===== config.mk =====
export PLATFORM = sky130hd
export DESIGN_NAME = packet_dispatcher_flat
export DESIGN_NICKNAME = d
export VERILOG_FILES = /design/src/rtl/packet_dispatcher_if.sv /design/src/rtl/packet_dispatcher.sv /design/src/flat_wrapper.sv
export SDC_FILE = /design/constraint.sdc
export NUM_CORES = 1
export LEC_CHECK = 0
export ABC_AREA = 1
export BUFFER_PORTS_ARGS = -buffer_cell sky130_fd_sc_hd__clkbuf_2
export CAP_MARGIN = 20
export CORE_AREA = 2 2 127 129
export DETAILED_ROUTE_END_ITERATION = 10
export DIE_AREA = 0 0 129 131
export HOLD_SLACK_MARGIN = 0.05
export PLACE_DENSITY_LB_ADDON = 0.08
export SKIP_CTS_REPAIR_TIMING = 1
export SYNTH_ARGS = -nofsm -noshare
export SYNTH_HDL_FRONTEND = slang
export SYNTH_SLANG_ARGS = --single-unit

===== constraint.sdc =====
create_clock -name clk -period 3 [get_ports clk]
set_clock_uncertainty 0.15 [all_clocks]
set_input_delay 0.3 -clock clk [delete_from_list [all_inputs] [get_ports clk]]
set_output_delay 0.3 -clock clk [all_outputs]
set_load 0.02 [all_outputs]

===== src/rtl/packet_dispatcher_if.sv =====
// Bundle of the requester-side and router-side signals of packet_dispatcher.
// The master modport is the dispatcher's view; the slave modport is the environment's view.
interface packet_dispatcher_if #(
  parameter int NODE_COUNT      = 8,
  parameter int PACKET_ID_WIDTH = 5,
  parameter int NUM_REQ         = 4
);
  localparam int NODE_W = (NODE_COUNT > 1) ? $clog2(NODE_COUNT) : 1;
  localparam int REQ_W  = (NUM_REQ > 1) ? $clog2(NUM_REQ) : 1;
  localparam int ID_W   = PACKET_ID_WIDTH;
  localparam int FLIT_W = 1 + 2*NODE_W + ID_W + 17 + 2;

  // Requester handshake: a packet moves when req_valid[r] & req_ready[r] are both high.
  // req_ready is one-hot at most and never depends on anything but req_valid, ce and state.
  // Router handshake: a flit moves when flit_valid & flit_ready & ce; flit_out is stable until then.
  logic [NUM_REQ-1:0]        req_valid;
  logic [NUM_REQ-1:0]        req_ready;
  logic [NUM_REQ*68-1:0]     req_packet;
  logic [NUM_REQ*NODE_W-1:0] req_dest;
  logic [FLIT_W-1:0]         flit_out;
  logic                      flit_valid;
  logic                      flit_ready;
  logic [REQ_W-1:0]          grant_idx;
  logic                      busy;
  logic                      dbg_state;

  modport master (
    input  req_valid, req_packet, req_dest, flit_ready,
    output req_ready, flit_out, flit_valid, grant_idx, busy, dbg_state
  );

  modport slave (
    output req_valid, req_packet, req_dest, flit_ready,
    input  req_ready, flit_out, flit_valid, grant_idx, busy, dbg_state
  );
endinterface


===== src/rtl/packet_dispatcher.sv =====
// Round-robin injection scheduler: accepts one 68-bit packet from NUM_REQ requesters and
// serialises it into 4 flits of 17 data bits, tagging each packet with a rolling packet ID.
module packet_dispatcher #(
  parameter int NODE_COUNT      = 8,
  parameter int NODE_ID         = 0,
  parameter int PACKET_ID_WIDTH = 5,
  parameter int NUM_REQ         = 4
) (
  input logic                clk,
  input logic                rst,
  input logic                ce,
  packet_dispatcher_if.master bus
);
  localparam int NODE_W = (NODE_COUNT > 1) ? $clog2(NODE_COUNT) : 1;
  localparam int REQ_W  = (NUM_REQ > 1) ? $clog2(NUM_REQ) : 1;
  localparam int ID_W   = PACKET_ID_WIDTH;
  localparam int FLIT_W = 1 + 2*NODE_W + ID_W + 17 + 2;

  typedef enum logic {
    S_IDLE = 1'b0,
    S_SEND = 1'b1
  } state_e;

  state_e            state_q, state_d;
  logic [REQ_W-1:0]  rr_ptr_q, rr_ptr_d;
  logic [REQ_W-1:0]  grant_q, grant_d;
  logic [ID_W-1:0]   id_cnt_q, id_cnt_d;
  logic [ID_W-1:0]   pid_q, pid_d;
  logic [1:0]        byte_idx_q, byte_idx_d;
  logic [67:0]       pkt_q, pkt_d;
  logic [NODE_W-1:0] dest_q, dest_d;

  logic              found_hi, found_lo, sel_found;
  logic [REQ_W-1:0]  idx_hi, idx_lo, sel_idx;
  logic [NUM_REQ-1:0] grant_oh;
  logic [67:0]       sel_pkt;
  logic [NODE_W-1:0] sel_dest;
  logic              accept, xfer;
  logic [16:0]       flit_data;

  // Round-robin search: first valid at or above rr_ptr, otherwise the lowest valid (wrap).
  always_comb begin
    found_hi = 1'b0;
    found_lo = 1'b0;
    idx_hi   = '0;
    idx_lo   = '0;
    for (int j = 0; j < NUM_REQ; j++) begin
      if (!found_hi && bus.req_valid[j] && (REQ_W'(j) >= rr_ptr_q)) begin
        found_hi = 1'b1;
        idx_hi   = REQ_W'(j);
      end
      if (!found_lo && bus.req_valid[j]) begin
        found_lo = 1'b1;
        idx_lo   = REQ_W'(j);
      end
    end
    sel_found = found_hi | found_lo;
    sel_idx   = found_hi ? idx_hi : idx_lo;
  end

  always_comb begin
    grant_oh = '0;
    if (state_q == S_IDLE && ce && sel_found) begin
      grant_oh[sel_idx] = 1'b1;
    end
  end

  always_comb begin
    sel_pkt  = '0;
    sel_dest = '0;
    for (int i = 0; i < NUM_REQ; i++) begin
      if (sel_idx == REQ_W'(i)) begin
        sel_pkt  = bus.req_packet[i*68 +: 68];
        sel_dest = bus.req_dest[i*NODE_W +: NODE_W];
      end
    end
  end

  assign accept = |(grant_oh & bus.req_valid);
  assign xfer   = (state_q == S_SEND) && ce && bus.flit_ready;

  always_comb begin
    state_d    = state_q;
    rr_ptr_d   = rr_ptr_q;
    grant_d    = grant_q;
    id_cnt_d   = id_cnt_q;
    pid_d      = pid_q;
    byte_idx_d = byte_idx_q;
    pkt_d      = pkt_q;
    dest_d     = dest_q;
    unique case (state_q)
      S_IDLE: begin
        if (accept) begin
          pkt_d      = sel_pkt;
          dest_d     = sel_dest;
          pid_d      = id_cnt_q;
          grant_d    = sel_idx;
          byte_idx_d = 2'd0;
          id_cnt_d   = id_cnt_q + 1'b1;
          rr_ptr_d   = (sel_idx == REQ_W'(NUM_REQ-1)) ? '0 : sel_idx + 1'b1;
          state_d    = S_SEND;
        end
      end
      S_SEND: begin
        if (xfer) begin
          if (byte_idx_q == 2'd3) begin
            state_d = S_IDLE;
          end else begin
            byte_idx_d = byte_idx_q + 2'd1;
          end
        end
      end
      default: state_d = S_IDLE;
    endcase
  end

  always_ff @(posedge clk or posedge rst) begin
    if (rst) begin
      state_q    <= S_IDLE;
      rr_ptr_q   <= '0;
      grant_q    <= '0;
      id_cnt_q   <= '0;
      pid_q      <= '0;
      byte_idx_q <= 2'd0;
      pkt_q      <= '0;
      dest_q     <= '0;
    end else if (ce) begin
      state_q    <= state_d;
      rr_ptr_q   <= rr_ptr_d;
      grant_q    <= grant_d;
      id_cnt_q   <= id_cnt_d;
      pid_q      <= pid_d;
      byte_idx_q <= byte_idx_d;
      pkt_q      <= pkt_d;
      dest_q     <= dest_d;
    end
  end

  // Byte 0 is the most significant slice so the collector can concatenate in arrival order.
  always_comb begin
    flit_data = '0;
    unique case (byte_idx_q)
      2'd0: flit_data = pkt_q[67:51];
      2'd1: flit_data = pkt_q[50:34];
      2'd2: flit_data = pkt_q[33:17];
      2'd3: flit_data = pkt_q[16:0];
      default: flit_data = '0;
    endcase
  end

  assign bus.flit_out   = (state_q == S_SEND)
                        ? {1'b1, dest_q, flit_data, pid_q, NODE_W'(NODE_ID), byte_idx_q}
                        : FLIT_W'(0);
  assign bus.flit_valid = (state_q == S_SEND);
  assign bus.busy       = (state_q == S_SEND);
  assign bus.req_ready  = grant_oh;
  assign bus.grant_idx  = grant_q;
  assign bus.dbg_state  = state_q;
endmodule

===== src/flat_wrapper.sv =====
// flat-port wrapper written by rule: the top's interface ports become plain ports
module packet_dispatcher_flat 
#(
  parameter int NODE_COUNT      = 8,
  parameter int NODE_ID         = 0,
  parameter int PACKET_ID_WIDTH = 5,
  parameter int NUM_REQ         = 4
)
  (clk, rst, ce, bus_req_valid, bus_req_packet, bus_req_dest, bus_flit_ready, bus_req_ready, bus_flit_out, bus_flit_valid, bus_grant_idx, bus_busy, bus_dbg_state);
  packet_dispatcher_if #(.NODE_COUNT(NODE_COUNT), .PACKET_ID_WIDTH(PACKET_ID_WIDTH), .NUM_REQ(NUM_REQ)) bus_i ();
  input logic clk;
  input logic rst;
  input logic ce;
  input wire logic [$bits(bus_i.req_valid)-1:0] bus_req_valid;
  input wire logic [$bits(bus_i.req_packet)-1:0] bus_req_packet;
  input wire logic [$bits(bus_i.req_dest)-1:0] bus_req_dest;
  input wire logic [$bits(bus_i.flit_ready)-1:0] bus_flit_ready;
  output wire logic [$bits(bus_i.req_ready)-1:0] bus_req_ready;
  output wire logic [$bits(bus_i.flit_out)-1:0] bus_flit_out;
  output wire logic [$bits(bus_i.flit_valid)-1:0] bus_flit_valid;
  output wire logic [$bits(bus_i.grant_idx)-1:0] bus_grant_idx;
  output wire logic [$bits(bus_i.busy)-1:0] bus_busy;
  output wire logic [$bits(bus_i.dbg_state)-1:0] bus_dbg_state;
  assign bus_i.req_valid = bus_req_valid;
  assign bus_i.req_packet = bus_req_packet;
  assign bus_i.req_dest = bus_req_dest;
  assign bus_i.flit_ready = bus_flit_ready;
  assign bus_req_ready = bus_i.req_ready;
  assign bus_flit_out = bus_i.flit_out;
  assign bus_flit_valid = bus_i.flit_valid;
  assign bus_grant_idx = bus_i.grant_idx;
  assign bus_busy = bus_i.busy;
  assign bus_dbg_state = bus_i.dbg_state;
  packet_dispatcher #(.NODE_COUNT(NODE_COUNT), .NODE_ID(NODE_ID), .PACKET_ID_WIDTH(PACKET_ID_WIDTH), .NUM_REQ(NUM_REQ)) u_core (.clk(clk), .rst(rst), .ce(ce), .bus(bus_i));
endmodule

== Word level (Yosys, flattened, before mapping) ==
Index checks and enable logic that the tools add are counted.
Operators by class
  add/sub/neg operators: 3
  multipliers: 0
  divide/modulo/power cells: 0
  order comparisons: 6
  equality and inequality tests: 9
  shift operators: 0
  mux-type cells: 37
  bitwise operators: 3
  reduce and logical (&&, ||, !) cells: 26
Operators with widths (count)
  $mux W68: 4
  $pmux W17 S4: 1
  $mux W31: 1
  $mux W2: 9
  $logic_and A1 B1 Y1: 15
  $mux W1: 14
  $mux W3: 4
  $eq A2 B2 Y1 const B: 4
  $logic_not A1 Y1: 6
  $add A5 B1 Y5 const B: 1
  $add A2 B1 Y2 const B: 2
  $and A4 B4 Y4: 1
  $eq A2 B1 Y1 const B: 2
  $ge A1 B2 Y1 const A: 2
  $ge A2 B2 Y1 const A: 2
  $logic_not A2 Y1: 2
  $mux W4: 1
  $ne A2 B2 Y1 const B: 2
  $pmux W2 S2: 1
  $reduce_and A4 Y1: 1
  $reduce_or A4 Y1: 1
  $lt A2 B3 Y1 const B: 1
  $reduce_and A3 Y1: 1
  $demux W1 S2: 1
  5 further kinds: 5
Word-level totals
  register bits: 88
  latch bits: 0
  RAM bits: 0
  ROM bits: 0
  bits of input ports: 292
  output and inout port bits: 40
  logic and storage cells: 92
  memories kept: 0

== Logic depth before layout (Yosys ltp) ==
  word-level depth: 25
  gate-level depth with buffers: 18
  mapped depth without buffers: 16

== Least setup slack after synthesis ==
Ideal clock, no wire load.
  kind: register to output
  start: register u_core.rr_ptr_q[1]
  end: output port bus_req_ready[1]
  arrival: 1.855 ns
  data required time: 2.550 ns
  setup slack: 0.695 ns
  stages on the path, launching flop included: 13
  cells stage by stage: dfrtp_1 inv_1 nand3_1 nand2_1 nor2_1 o21ai_0 nand2_1 inv_1 ha_1 buf_2 clkbuf_1 inv_1 nor2_1
On the way
  longest elaborated chain between the ends: 21
RTL lines
  start: declaration: RTL line packet_dispatcher.sv:25  | logic [REQ_W-1:0] rr_ptr_q, rr_ptr_d;
  start signal: assignment: RTL line packet_dispatcher.sv:129  | rr_ptr_q <= rr_ptr_d;
  $ge A1 B2 Y1: RTL line packet_dispatcher.sv:48  | if (!found_hi && bus.req_valid[j] && (REQ_W'(j) >= rr_ptr_q)) begin
  $logic_and A1 B1 Y1: RTL line packet_dispatcher.sv:48
  $mux W1: RTL line packet_dispatcher.sv:48
  $logic_not A1 Y1: RTL line packet_dispatcher.sv:48
  $logic_and A1 B1 Y1 (2 in series): RTL line packet_dispatcher.sv:48
  $mux W1: RTL line packet_dispatcher.sv:48
  $logic_not A1 Y1: RTL line packet_dispatcher.sv:48
  $logic_and A1 B1 Y1 (2 in series): RTL line packet_dispatcher.sv:48
  [... 4 more ...]
  $mux W2 or $mux W1 (tied branches): RTL line packet_dispatcher.sv:48
  $mux W2 *: RTL line packet_dispatcher.sv:58  | sel_idx = found_hi ? idx_hi : idx_lo;
  named net u_core.sel_idx[0]: RTL line packet_dispatcher.sv:34  | logic [REQ_W-1:0] idx_hi, idx_lo, sel_idx;
  $lt A2 B3 Y1 (not written as such) or $ge A2 B1 Y1 (tied branches): RTL line packet_dispatcher.sv:64  | grant_oh[sel_idx] = 1'b1;
  $logic_and A1 B1 Y1 (not written as such): RTL line packet_dispatcher.sv:64
  $mux W1 (not written as such): RTL line packet_dispatcher.sv:64
  $demux W1 S2 *
  $mux W4 *: RTL line packet_dispatcher.sv:63  | if (state_q == S_IDLE && ce && sel_found) begin
  end: declaration: RTL line flat_wrapper.sv:18  | output wire logic [$bits(bus_i.req_ready)-1:0] bus_req_ready;
Mark *: on every way through the listed nets, which the timed path passes. The rest lies on a longest branch.

== Worst setup path after layout ==
Same ends and word-level chain as after synthesis.

==> run summary <==
Startpoint kind of the worst setup timing path - flip-flop
Power density normalized to cell area - 955 nW/um^2
Met2 demand-to-capacity share in global routing - 43.4%
Number of antenna violations at the first check in global routing - 0
Total CTS buffers - 9
Launch point of the worst hold path - bus_req_packet[244]
Number of buffers on the longest clock path - 2
Rows - 46
Residual overflow from global routing - 0
Pin count of the biggest net entering global routing - 73
Slew at the pin with the worst max-slew slack - 817 ps
Growth of design area from synthesis to finish - 34.5%
Routed wire per std cell - 15.2 um
Overall die height - 131 um
Crit-path max FO - 40
Final hold violation count - 0
Number of detailed-routing iterations run before antenna repair - 4
Finished layout cell area - 8410 um^2
Vias per Instance - 4.93
Final total negative setup slack - 0 ps
Syn avg cell area - 6.47 um^2
Crit Reg-Reg Startpoint - u_core.rr_ptr_q[1]
Initial DRC Count - 361
HPWL Detailed - 17200 um
Count of vias placed by the detailed router - 7251
Top library cells by usage in the layout, fill and taps aside - nand2_1 (449), clkbuf_2 (328), o21ai_0 (103)
Initial core utilization - 40.1%
Global-route wire length before repair - 33900 um
Number of diodes added for antenna fixing - 0
Routing usage on met1 - 33.8%
Peak clock frequency supported by timing - 354 MHz
Design Power - 8030 uW
Final WS setup - 174 ps
Number of flip-flops and latches in the synthesized netlist - 88
Data required time at the worst endpoint - 2550 ps
Die area - 16900 um^2
Level count of the clock H-tree - 3
Worst slew margin - 45.5%
Layout cell share with drive strength beyond 1 - 29.6%
Number of standard cells after synthesis - 967
Total length of routed wires - 22300 um
I/O pins - 332
Count of cell types in the netlist - 24
Number of global-route vias before repair - 6715
Total leakage power - 0.00478 uW
Post-CTS clock slew at the launch and capture registers of the worst setup and hold paths - 70 ps
Clock latency at the later pin of the worst-skew pair - 340 ps
Yosys warnings - 0
Total global-route track usage - 25.4%
Routed Antenna Nets - 0
Most used routing layer - met2
Critical path launch point - u_core.rr_ptr_q[1]
Worst Setup Slack post-DPL - 165 ps
# fillers - 1654
Tightest Hold Check Type - primary input to flip-flop
Max-cap violation count - 0
Cell chosen for the clock root - clkbuf_16
Die width - 129 um
Grt met3 use - 4.23%
Most common library cell in the layout ignoring fill and taps - nand2_1
Category of the worst setup path capture point - primary output
Setup violation total in the final timing report - 0
Worst vdd rail ir drop - 0.535 mV
Number of remaining DRC errors - 0
Placed instance area - 8020 um^2
Data arrival time of the worst path - 2380 ps
Final estimated routing congestion in global placement - 0.843
Crit path time final - 2830 ps
TritonCTS Sinks - 88
Share of synthesized area occupied by flip-flops and latches - 35.2%
Outcome - finished, final reports clean
Setup CP Type - flip-flop to primary output
Number of port buffers - 328
Final period utilization - 94.2%
Worst Hold Margin - 31.0 ps
Combined area of all synthesized cells - 6250 um^2
Pins Over Slew Limit - 0
RSZ-0062 raised after global routing - no
Core outline area - 15600 um^2
# nets final - 1551
Clock tree from TritonCTS - done
[critical path, stage by stage, from the launching register on]
cell and delay (ps):
dfrtp_1 380, inv_1 70, nand3_1 90, a21boi_0 250, nand2_1 180, inv_1 120
ha_2 260, buf_6 310, inv_1 70, nor2_1 120, clkbuf_2 180
[stage by stage]
stage,cells,utilization [%]
6_report,1471,53.9
5_1_grt,1471,53.9
4_1_cts,1465,53.5
3_5_place_dp,1449,51.4
3_3_place_gp,1449,51.4
2_1_floorplan,969,-
[routing by layer]
layer  vias up  routed length (um)
met1      3252                9980
met3        20                1290
li1       3748                   -
met4         0                 334
met5         -                   0
met2       231               10700
[final timing paths]
kind	to	slack, ps	cells after the start
max reg2reg	u_core.pkt_q[8]	310	13
max	bus_req_ready[1]	170	10
max in group asynchronous	u_core.pkt_q[10]	1560	4
min in group asynchronous	u_core.bus.busy	490	3
min reg2reg	u_core.pid_q[1]	330	2
min	u_core.pkt_q[40]	30	3
[power breakdown]
group | internal (uW) | leakage [uW] | switching (uW)
clock | 740 | 0.000158 | 506
combinational | 1620 | 0.00350 | 3090
sequential | 1710 | 0.00112 | 362
total | 4080 | 0.00478 | 3950
[cell type report]
class | instances | area, um^2 | share of cell area (%)
clock buffers | 9 | 225 | 2.68
flip-flops and latches | 88 | 2200 | 26.2
inverters | 34 | 134 | 1.59
well taps | 216 | 270 | 3.21
repair buffers | 351 | 1930 | 23.0
multi-input cells | 766 | 3540 | 42.1
clock inverters | 7 | 101 | 1.20
[synthesized netlist by cell type (all sizes together)]
cell type,n,area (um^2)
inv,34,128
nand2,449,1690
conb,1,3.75
buf,47,272
nand4,3,18.8
ha,9,113
a21boi,1,7.51
clkbuf,34,128
dfrtp,88,2200
xnor2,1,8.76
o21ai,112,561
a31oi,17,106
a21oi,90,450
nand3,11,60.1
xor2,3,26.3
nor2,9,48.8
o211ai,58,435
[registers in the layout, summed over array words and instances (netlist names)]
| signal | count |
|---|---|
| u_core.pkt_q | 68 |
| u_core.id_cnt_q | 5 |
| u_core.pid_q | 5 |
| u_core.dest_q | 3 |
| u_core.bus.grant_idx | 2 |
| u_core.byte_idx_q | 2 |
| u_core.rr_ptr_q | 2 |
| u_core.bus.busy | 1 |
[logic make-up after synthesis]
logic type | after synthesis | share of synthesized area (%)
AOI/OAI and AO/OA | 278 | 24.9
adders and majority gates | 9 | 1.80
and+or+nand+nor | 472 | 29.0
buffers and inverters | 115 | 8.42
other | 1 | 0.0600
DFF | 88 | 35.2
xor gates and xnor gates | 4 | 0.560
Note: power is estimated with default switching activity, not from simulation.
